--- config.mk ---
export PLATFORM = sky130hd
export DESIGN_NAME = alive_tone_sequencer
export DESIGN_NICKNAME = d
export VERILOG_FILES = /design/src/rtl/alive_pkg.sv /design/src/rtl/alive_melody_rom.sv /design/src/rtl/alive_tone_sequencer.sv
export SDC_FILE = /design/constraint.sdc
export NUM_CORES = 1
export LEC_CHECK = 0
export BUFFER_PORTS_ARGS = -buffer_cell sky130_fd_sc_hd__buf_2
export CAP_MARGIN = 15
export CELL_PAD_IN_SITES_DETAIL_PLACEMENT = 2
export CELL_PAD_IN_SITES_GLOBAL_PLACEMENT = 2
export CORE_UTILIZATION = 37
export CTS_CLUSTER_DIAMETER = 100
export CTS_CLUSTER_SIZE = 40
export DETAILED_ROUTE_END_ITERATION = 7
export GPL_TIMING_DRIVEN = 0
export PLACE_DENSITY_LB_ADDON = 0.15
export SYNTH_ARGS = -nofsm -noshare
export SYNTH_HDL_FRONTEND = slang
export SYNTH_SLANG_ARGS = --single-unit
--- constraint.sdc ---
create_clock -name clk -period 3.6 [get_ports clk]
set_clock_uncertainty 0.1 [all_clocks]
set_input_delay 0.18 -clock clk [delete_from_list [all_inputs] [get_ports clk]]
set_output_delay 0.18 -clock clk [all_outputs]
set_load 0.05 [all_outputs]
--- src/rtl/alive_pkg.sv ---
// Shared types and melody contents for alive_tone_sequencer: FSM states,
// the note entry layout, scale half-periods and 7-segment patterns.
package alive_pkg;

  typedef enum logic [2:0] {
    ST_IDLE = 3'd0,
    ST_LOAD = 3'd1,
    ST_PLAY = 3'd2,
    ST_GAP  = 3'd3,
    ST_DONE = 3'd4
  } state_t;

  typedef struct packed {
    logic [15:0] half_period;
    logic [7:0]  duration;
    logic [7:0]  pattern;
  } note_t;

  // Half-periods in clock cycles for a 50 MHz clock; zero marks a rest.
  localparam logic [15:0] HP_REST    = 16'd0;
  localparam logic [15:0] HP_C5      = 16'd47778;
  localparam logic [15:0] HP_E5      = 16'd37922;
  localparam logic [15:0] HP_G5      = 16'd31888;
  localparam logic [15:0] HP_C6      = 16'd23889;
  localparam logic [15:0] HP_TEST_LO = 16'd3;
  localparam logic [15:0] HP_TEST_HI = 16'd2;

  localparam logic [7:0] SEG_BLANK = 8'h00;
  localparam logic [7:0] SEG_1     = 8'h06;
  localparam logic [7:0] SEG_2     = 8'h5B;
  localparam logic [7:0] SEG_3     = 8'h4F;
  localparam logic [7:0] SEG_4     = 8'h66;
  localparam logic [7:0] SEG_5     = 8'h6D;
  localparam logic [7:0] SEG_DP    = 8'h80;
  localparam logic [7:0] DUR_END   = 8'd0;

  function automatic note_t melody_entry(input logic test_sel, input int idx);
    note_t e;
    e = {HP_REST, DUR_END, SEG_BLANK};
    if (test_sel) begin
      case (idx)
        0:       e = {HP_TEST_LO, 8'd2, SEG_1};
        1:       e = {HP_REST,    8'd1, SEG_2};
        2:       e = {HP_TEST_HI, 8'd1, SEG_3};
        default: e = {HP_REST, DUR_END, SEG_BLANK};
      endcase
    end else begin
      case (idx)
        0:       e = {HP_C5,   8'd25, SEG_1};
        1:       e = {HP_E5,   8'd25, SEG_2};
        2:       e = {HP_G5,   8'd25, SEG_3};
        3:       e = {HP_C6,   8'd50, SEG_4};
        4:       e = {HP_REST, 8'd25, SEG_DP};
        5:       e = {HP_G5,   8'd25, SEG_5};
        6:       e = {HP_C6,   8'd50, SEG_1 | SEG_DP};
        default: e = {HP_REST, DUR_END, SEG_BLANK};
      endcase
    end
    return e;
  endfunction

endpackage

--- src/rtl/alive_melody_rom.sv ---
// Melody ROM with a registered read; contents come from alive_pkg::melody_entry.
module alive_melody_rom
  import alive_pkg::*;
#(
  parameter int NOTE_COUNT  = 8,
  parameter int DIV_W       = 16,
  parameter int DUR_W       = 8,
  parameter bit TEST_MELODY = 1'b0
) (
  input  logic                          clk,
  input  logic                          reset,
  input  logic [$clog2(NOTE_COUNT)-1:0] addr,
  output logic [DIV_W-1:0]              half_period,
  output logic [DUR_W-1:0]              duration,
  output logic [7:0]                    pattern
);

  note_t entry_s;

  // Table lookup for the requested entry.
  always_comb begin
    entry_s = melody_entry(TEST_MELODY, int'(addr));
  end

  // Registered read port.
  always_ff @(posedge clk) begin
    if (reset) begin
      half_period <= {DIV_W{1'b0}};
      duration    <= {DUR_W{1'b0}};
      pattern     <= 8'h00;
    end else begin
      half_period <= DIV_W'(entry_s.half_period);
      duration    <= DUR_W'(entry_s.duration);
      pattern     <= entry_s.pattern;
    end
  end

endmodule

--- src/rtl/alive_tone_sequencer.sv ---
// Plays the melody ROM as a square wave on speaker and shows each note's pattern on seg.
// Define ALIVE_GAP_EN to insert GAP_TICKS silent ticks between notes.
module alive_tone_sequencer
  import alive_pkg::*;
#(
  parameter int NOTE_COUNT  = 8,
  parameter int DIV_W       = 16,
  parameter int DUR_W       = 8,
  parameter int TICK_DIV    = 10000,
  parameter int GAP_TICKS   = 1,
  parameter bit TEST_MELODY = 1'b0
) (
  input  logic                          clk,
  input  logic                          reset,
  input  logic                          start,
  input  logic                          stop,
  input  logic                          loop_en,
  output logic                          speaker,
  output logic [7:0]                    seg,
  output logic                          busy,
  output logic                          done,
  output logic [$clog2(NOTE_COUNT)-1:0] note_idx
);

  localparam int IDX_W = $clog2(NOTE_COUNT);
  localparam int PRE_W = $clog2(TICK_DIV);
  localparam int GAP_W = $clog2(GAP_TICKS + 1);
  localparam int CNT_W = (DUR_W > GAP_W) ? DUR_W : GAP_W;
  localparam logic [IDX_W-1:0] IDX_LAST = IDX_W'(NOTE_COUNT - 1);

  state_t            state_r, state_s;
  logic [IDX_W-1:0]  note_idx_r, note_idx_s;
  logic [PRE_W-1:0]  presc_r, presc_s;
  logic [CNT_W-1:0]  dur_cnt_r, dur_cnt_s;
  logic [DIV_W-1:0]  tone_cnt_r, tone_cnt_s;
  logic              speaker_r, speaker_s;
  logic [7:0]        seg_r, seg_s;
  logic              busy_r, done_r;
  logic [DIV_W-1:0]  rom_hp_s;
  logic [DUR_W-1:0]  rom_duration_s;
  logic [7:0]        rom_pattern_s;
  logic              tick_s, tone_wrap_s, play_last_s, rom_rest_s;
  logic [CNT_W:0]    dur_inc_s;

  // The ROM is addressed with the next index so the entry is ready during LOAD.
  alive_melody_rom #(
    .NOTE_COUNT (NOTE_COUNT),
    .DIV_W      (DIV_W),
    .DUR_W      (DUR_W),
    .TEST_MELODY(TEST_MELODY)
  ) u_rom (
    .clk        (clk),
    .reset      (reset),
    .addr       (note_idx_s),
    .half_period(rom_hp_s),
    .duration   (rom_duration_s),
    .pattern    (rom_pattern_s)
  );

  assign tick_s      = (presc_r == PRE_W'(TICK_DIV - 1));
  assign rom_rest_s  = (rom_hp_s == {DIV_W{1'b0}});
  assign tone_wrap_s = (state_r == ST_PLAY) && !rom_rest_s && (tone_cnt_r == rom_hp_s - DIV_W'(1));
  assign dur_inc_s   = {1'b0, dur_cnt_r} + (CNT_W + 1)'(1);
  assign play_last_s = (dur_inc_s == (CNT_W + 1)'(rom_duration_s));

  // Next-state, counter and output decode.
  always_comb begin
    state_s    = state_r;
    note_idx_s = note_idx_r;
    presc_s    = presc_r;
    dur_cnt_s  = dur_cnt_r;
    tone_cnt_s = tone_cnt_r;
    if (stop) begin
      state_s = ST_IDLE;
    end else begin
      case (state_r)
        ST_IDLE: begin
          if (start) begin
            state_s    = ST_LOAD;
            note_idx_s = {IDX_W{1'b0}};
          end else begin
            state_s = ST_IDLE;
          end
        end
        ST_LOAD: begin
          presc_s    = {PRE_W{1'b0}};
          dur_cnt_s  = {CNT_W{1'b0}};
          tone_cnt_s = {DIV_W{1'b0}};
          if (rom_duration_s == DUR_W'(0)) begin
            state_s = ST_DONE;
          end else begin
            state_s = ST_PLAY;
          end
        end
        ST_PLAY: begin
          presc_s    = tick_s ? {PRE_W{1'b0}} : presc_r + PRE_W'(1);
          tone_cnt_s = (tone_wrap_s || rom_rest_s) ? {DIV_W{1'b0}} : tone_cnt_r + DIV_W'(1);
          if (tick_s && play_last_s) begin
            dur_cnt_s = {CNT_W{1'b0}};
            if (note_idx_r == IDX_LAST) begin
              state_s = ST_DONE;
            end else begin
`ifdef ALIVE_GAP_EN
              state_s = ST_GAP;
`else
              state_s    = ST_LOAD;
              note_idx_s = note_idx_r + IDX_W'(1);
`endif
            end
          end else if (tick_s) begin
            dur_cnt_s = dur_cnt_r + CNT_W'(1);
          end else begin
            dur_cnt_s = dur_cnt_r;
          end
        end
`ifdef ALIVE_GAP_EN
        ST_GAP: begin
          presc_s = tick_s ? {PRE_W{1'b0}} : presc_r + PRE_W'(1);
          if (tick_s && (dur_inc_s == (CNT_W + 1)'(GAP_TICKS))) begin
            dur_cnt_s  = {CNT_W{1'b0}};
            state_s    = ST_LOAD;
            note_idx_s = note_idx_r + IDX_W'(1);
          end else if (tick_s) begin
            dur_cnt_s = dur_cnt_r + CNT_W'(1);
          end else begin
            dur_cnt_s = dur_cnt_r;
          end
        end
`endif
        ST_DONE: begin
          if (loop_en) begin
            state_s    = ST_LOAD;
            note_idx_s = {IDX_W{1'b0}};
          end else begin
            state_s = ST_IDLE;
          end
        end
        default: state_s = ST_IDLE;
      endcase
    end

    // Outputs are decoded from the next state so they are registered with it.
    if (state_s == ST_PLAY) begin
      speaker_s = tone_wrap_s ? ~speaker_r : speaker_r;
      seg_s     = rom_pattern_s;
    end else begin
      speaker_s = 1'b0;
      seg_s     = 8'h00;
    end
  end

  // State, counters and registered outputs.
  always_ff @(posedge clk) begin
    if (reset) begin
      state_r    <= ST_IDLE;
      note_idx_r <= {IDX_W{1'b0}};
      presc_r    <= {PRE_W{1'b0}};
      dur_cnt_r  <= {CNT_W{1'b0}};
      tone_cnt_r <= {DIV_W{1'b0}};
      speaker_r  <= 1'b0;
      seg_r      <= 8'h00;
      busy_r     <= 1'b0;
      done_r     <= 1'b0;
    end else begin
      state_r    <= state_s;
      note_idx_r <= note_idx_s;
      presc_r    <= presc_s;
      dur_cnt_r  <= dur_cnt_s;
      tone_cnt_r <= tone_cnt_s;
      speaker_r  <= speaker_s;
      seg_r      <= seg_s;
      busy_r     <= (state_s != ST_IDLE);
      done_r     <= (state_s == ST_DONE);
    end
  end

  assign speaker  = speaker_r;
  assign seg      = seg_r;
  assign busy     = busy_r;
  assign done     = done_r;
  assign note_idx = note_idx_r;

endmodule
Yosys cells after proc, flatten, opt, wreduce, memory -nomap -nowiden:

Cells that the tools add are included.

* flip-flop bits (word level): 87
* output and inout port bits: 14

* multiplexer cells: 21
* bitwise logic cells: 3
* equality and inequality tests: 16
* reductions and logical operators: 14
* add/subtract/negate cells: 6

Operators with widths (number)
* 32-bit one-hot mux with 7 select lines: 1
* 16-bit one-hot mux with 2 select lines: 1
* 14-bit one-hot mux with 2 select lines: 1
* 3-bit 2-to-1 mux: 9
* 3-bit == test, second input constant: 6
* 16-bit by 1-bit adder with 16-bit output, second input constant: 1
* 16-bit == test: 1
* 16-bit zero test: 1
* 16-bit 2-to-1 mux: 1
* 8-bit 2-to-1 mux: 2
* 8-bit one-hot mux with 2 select lines: 1
* 16-bit by 1-bit subtractor with 16-bit output, second input constant: 1
* 14-bit by 1-bit adder with 14-bit output, second input constant: 1
* 14-bit == test, second input constant: 1
* 14-bit 2-to-1 mux: 1
* 3-bit by 2-bit == test with 1-bit output, second input constant: 4
* 3-bit one-hot mux with 4 select lines: 1
* 8-bit by 1-bit adder with 9-bit output, second input constant: 1
* 9-bit by 8-bit == test with 1-bit output: 1
* 3-bit one-hot mux with 3 select lines: 1
* 8-bit by 1-bit adder with 8-bit output, second input constant: 1
* 8-bit zero test: 1
* 3-bit by 1-bit == test with 1-bit output, second input constant: 2
* 3-bit zero test: 2
* other kinds (12): 17

Logic depth before layout (Yosys ltp):

* word-level depth: 9
* mapped depth: 13

Cells and area by module:

From an unflattened synthesis, not the netlist that was laid out.

* cells, all modules: 487
* area, all modules: 4078.9 µm²

Modules (own cells, without submodules)
* alive_tone_sequencer: cells an instance 422, area each 3412.0 µm², instances 1
* alive_melody_rom: cells an instance 65, area each 666.9 µm², instances 1

Worst setup path before layout:

No wires, ideal clock.

* kind: reg2reg
* start: register u_rom.half_period[8]
* end: register tone_cnt_r[14]
* cell stages (with the launch flop): 12
* arrival time: 3.030 ns
* setup slack: 0.353 ns
* period minus slack after synthesis: 3.247 ns
* cells stage by stage: dfxtp_1 clkbuf_1 inv_1 ha_1 nor4b_2 nand2_1 o221ai_1 o311ai_0 a311oi_1 nor2_1 a31o_2 a22o_1

* longest elaborated chain between the ends: 7
* elaborated cells between the ends (all ways): 9

Ends and longest elaborated chain
* from (decl): line alive_melody_rom.sv:13 `output logic [DIV_W-1:0] half_period,`
* from (signal assigned): line alive_melody_rom.sv:28 `half_period <= {DIV_W{1'b0}};`
* from (signal assigned): line alive_melody_rom.sv:32 `half_period <= DIV_W'(entry_s.half_period);`
* parallel branches: the longest is 4 deep, another holds 16-bit by 1-bit subtractor with 16-bit output
* 1-bit logical OR *: line alive_tone_sequencer.sv:97 `tone_cnt_s = (tone_wrap_s || rom_rest_s) ? {DIV_W{1'b0}} : tone_cnt_r + DIV_W'(1);`
* 16-bit 2-to-1 mux *: line alive_tone_sequencer.sv:97
* 16-bit one-hot mux with 2 select lines *: line alive_tone_sequencer.sv:76 `case (state_r)`
* to (signal assigned): line alive_tone_sequencer.sv:159 `tone_cnt_r <= {DIV_W{1'b0}};`
* to (signal assigned): line alive_tone_sequencer.sv:169 `tone_cnt_r <= tone_cnt_s;`
* to (decl): line alive_tone_sequencer.sv:35 `logic [DIV_W-1:0] tone_cnt_r, tone_cnt_s;`

Every way passes the cells marked *.
A chain may end at the register's enable or synchronous reset.

Worst setup path after layout:

* start: register dur_cnt_r[0]
* end: register u_rom.half_period[8]

* longest elaborated chain between the ends: 8
* elaborated cells between the ends (all ways): 14

Ends and longest elaborated chain
* from (decl): line alive_tone_sequencer.sv:34 `logic [CNT_W-1:0] dur_cnt_r, dur_cnt_s;`
* from (signal assigned): line alive_tone_sequencer.sv:158 `dur_cnt_r <= {CNT_W{1'b0}};`
* from (signal assigned): line alive_tone_sequencer.sv:168 `dur_cnt_r <= dur_cnt_s;`
* 8-bit by 1-bit adder with 9-bit output *: line alive_tone_sequencer.sv:63 `assign dur_inc_s = {1'b0, dur_cnt_r} + (CNT_W + 1)'(1);`
* 9-bit by 8-bit == test with 1-bit output *: line alive_tone_sequencer.sv:64 `assign play_last_s = (dur_inc_s == (CNT_W + 1)'(rom_duration_s));`
* 1-bit logical AND *: line alive_tone_sequencer.sv:98 `if (tick_s && play_last_s) begin`
* 3-bit 2-to-1 mux *: line alive_tone_sequencer.sv:98
* 3-bit one-hot mux with 3 select lines *: line alive_tone_sequencer.sv:76
* 3-bit 2-to-1 mux *: line alive_tone_sequencer.sv:73 `if (stop) begin`
* 3-bit == test (tied with other cells): line alive_pkg.sv:48 `case (idx)`
* 32-bit one-hot mux with 7 select lines *: line alive_pkg.sv:48

Every way passes the cells marked *; elsewhere a longest branch is shown, timed or not.

==> flow_summary.json <==
{
  "synthCells": 457,
  "drv_slew": 0,
  "hold_class": "input port to register",
  "placed_area_um2": 4010,
  "grt_setup_unrepaired": "no",
  "clkTransAtPathRegs_ns": 0.08,
  "ys_seq_area_frac": 0.373,
  "status": "completed",
  "grt_pass1_vias": 3617,
  "pwr-share-seq": 0.500,
  "power.leakage_nw": 1.61,
  "area_growth_pct": 14.7,
  "combPwrFrac": 0.052,
  "clock_path_buffers": 2,
  "slowest_delay_ns": 0.44,
  "p_switching_w": 0.000379,
  "io_pins": 19,
  "finalSetupViolations": 0,
  "die_h_um": 103,
  "p_int_w": 0.00120,
  "drc_errors": 0,
  "synth_top_area_cell": "dfxtp_1",
  "cp.required_ns": 3.74,
  "drt_first_iter_violations": 84,
  "crit_slowest_cell": "nor4b_1",
  "ir_drop_uv": 180,
  "overflow": 0,
  "grt_max_degree": 13,
  "syn_area_per_cell_um2": 8.23,
  "portBuffers": 17,
  "die_x_um": 103,
  "antenna_cells": 0,
  "final_nets": 499,
  "dr_total_vias": 3554,
  "wl_mm": 12.2,
  "end_kind": "register",
  "clkPwrFrac": 0.448,
  "netlist.area_leader.share": 0.373,
  "core_area_um2": 9820,
  "arrival_ns": 3.55,
  "synth-async-reset-ratio": 0,
  "grt_usage": 0.239,
  "cts_buffers": 9,
  "drive_gt1_frac": 0.132,
  "criticalPathCategory": "register to register",
  "root_buffer": "clkbuf_8",
  "power.total_w": 0.00158,
  "hpwl_mm": 8.51,
  "wl_per_cell_um": 19.5,
  "synth_area_um2": 3760,
  "fin_crit_sh": 0.947,
  "max_freq_ghz": 0.293,
  "detail_route.vias_per_cell": 5.69,
  "finalSetupTns_ns": 0,
  "dieArea_um2": 10600,
  "finalInstanceArea_um2": 4320,
  "row_count": 36,
  "r2r_cells": 12,
  "crit_chain": "ha_1 -> buf_1 -> nor4b_1 -> a21oi_1 -> o22ai_1 -> o21ai_2 -> or4_1 -> and3_1 -> buf_6 -> buf_2 -> nand2_2 -> nor3b_1",
  "cp-start-kind": "register",
  "synth_area_leaders": "dfxtp_1 (37%), nor2_1 (5.7%), nand2_1 (3.7%), xnor2_1 (3.5%), xor2_1 (3.5%)",
  "worstPathMaxFanout": 10,
  "timing.final.hold_violations": 0,
  "slew_headroom": 0.413,
  "p_per_area_nw_per_um2": 366,
  "ant_nets": 0,
  "routabilityCongestion": 0.845,
  "fin_crit_ns": 3.41,
  "clk_latency_ns": 0.35,
  "hold-path-cell-count": 3,
  "ys_ff_latch": 70,
  "htreeDepth": 3,
  "grt_pass1_wl_mm": 19.0,
  "ys_warn_count": 0,
  "p_sw_frac": 0.240,
  "syn_nets": 469,
  "antenna_found_initial": 0,
  "ys_types": 71,
  "first_pass_iters": 4,
  "worst_pin_slew_ns": 0.874,
  "synth-edff-count": 0,
  "start_util": 0.383,
  "cts_tree": "built",
  "maxCapViolations": 0,
  "cts.sinks": 70,
  "yosys_most_used_dff": "dfxtp_1"
}
final timing paths:
path              slack [ns]                    to             start
setup / recovery        0.19  u_rom.half_period[8]      dur_cnt_r[0]
hold / removal          0.17            state_r[0]              stop
setup reg to reg        0.19  u_rom.half_period[8]      dur_cnt_r[0]
hold reg to reg         0.33                seg[6]  u_rom.pattern[6]
critical path, delay by kind of cell, from the launching register on:
family | cells | cell delay (ns)
simple gates | 5 | 1.41
compound gates | 3 | 0.64
buf+inv | 3 | 0.54
flops | 1 | 0.38
fa+ha+maj | 1 | 0.22
final cells by class:
type	count	area [µm²]
Multi-Input combinational cell	354	2290
Timing Repair Buffer	21	113
Fill cell	1156	5500
Sequential cell	70	1400
Clock buffer	10	128
Tap cell	133	166
Buffer	20	87.6
Inverter	11	41.3
Clock inverter	6	86.3
sequential cells by signal (all words and copies together), names as in the netlist, 2 cells and up:
| name | flops |
|---|---|
| seg | 7 |
| presc_r | 14 |
| note_idx | 3 |
| u_rom.half_period | 7 |
| state_r | 3 |
| u_rom.pattern | 7 |
| dur_cnt_r | 8 |
| u_rom.duration | 2 |
| tone_cnt_r | 16 |
through the flow:
| step | hold slack, ns | worst slack [ns] | util | cells |
|---|---|---|---|---|
| 6_report | 0.167 | 0.189 | 0.439 | 625 |
| 5_1_grt | 0.185 | 0.0292 | 0.439 | 625 |
| 4_1_cts | 0.174 | 0.0124 | 0.436 | 623 |
| 3_5_place_dp | 0.316 | -1.10 | 0.409 | 607 |
| 3_3_place_gp | 0.307 | -1.03 | 0.409 | 607 |
| 2_1_floorplan | 0.306 | 0.353 | - | 457 |
repair_timing:
action,CTS,global route
setup buffers,2,1
pin swaps,1,2
hold buffers,0,0
setup endpoints to repair,17,15
gates resized for setup,9,6
power by group through the flow:
stage	Clock (W)	Sequential (W)	Combinational [W]
6_report	0.000706	0.000789	0.0000823
2_1_floorplan	0	0.000806	0.0000501
3_5_place_dp	0	0.000805	0.0000779
5_1_grt	0.000755	0.000790	0.0000902
3_3_place_gp	0	0.000804	0.0000745
4_1_cts	0.000721	0.000788	0.0000802
routing by layer:
layer	GRT usage	wire, µm
met1	0.301	5630
met2	0.422	6130
met3	0.0325	199
met4	0.0748	203
met5	0	0
cell usage after synthesis, drive strengths merged (3+ instances only):
cell,number
a22o,4
inv,11
nor2,57
nor4,3
and2,13
a22oi,3
nand4,4
o31ai,5
a311oi,3
o21ai,20
buf,4
o2111ai,3
o22ai,3
xnor2,15
ha,7
nand2,38
nor3b,3
nand3b,5
and4,3
and3,11
xor2,15
or3,7
nor2b,12
or2,3
a21oi,21
clkbuf,18
dfxtp,70
a31oi,9
nor3,15
nand3,20
a41o,3
nor4b,4
nand2b,8
cells by family after synthesis:
| kind of cell | share of synthesized area |
|---|---|
| muxes | 0.00532 |
| DFF | 0.373 |
| adders and majority gates | 0.0259 |
| xor gates and xnor gates | 0.0762 |
| buffers and inverters | 0.0363 |
| AOI/OAI and AO/OA | 0.174 |
| and+or+nand+nor | 0.310 |
placed cells by master (no fill, tap or decap), types with 4 or more instances in the layout:
cell type,Yosys,final
nor2_1,57,55
nor3_1,15,14
nand4_1,4,4
and2_1,13,13
xor2_1,15,15
a21oi_1,20,20
nand3_1,20,20
or3_1,6,6
o21ai_0,18,18
buf_2,1,19
ha_1,7,5
nand2_1,37,37
dfxtp_1,70,68
and3_1,11,11
a31oi_1,9,9
a22o_1,4,4
inv_1,11,11
nand3b_1,5,5
clkbuf_8,0,9
o31ai_1,5,5
clkbuf_1,18,17
nor2b_1,12,12
xnor2_1,15,15
nand2b_1,8,8
buf_4,1,4
Power figures use the tool's default switching activity.
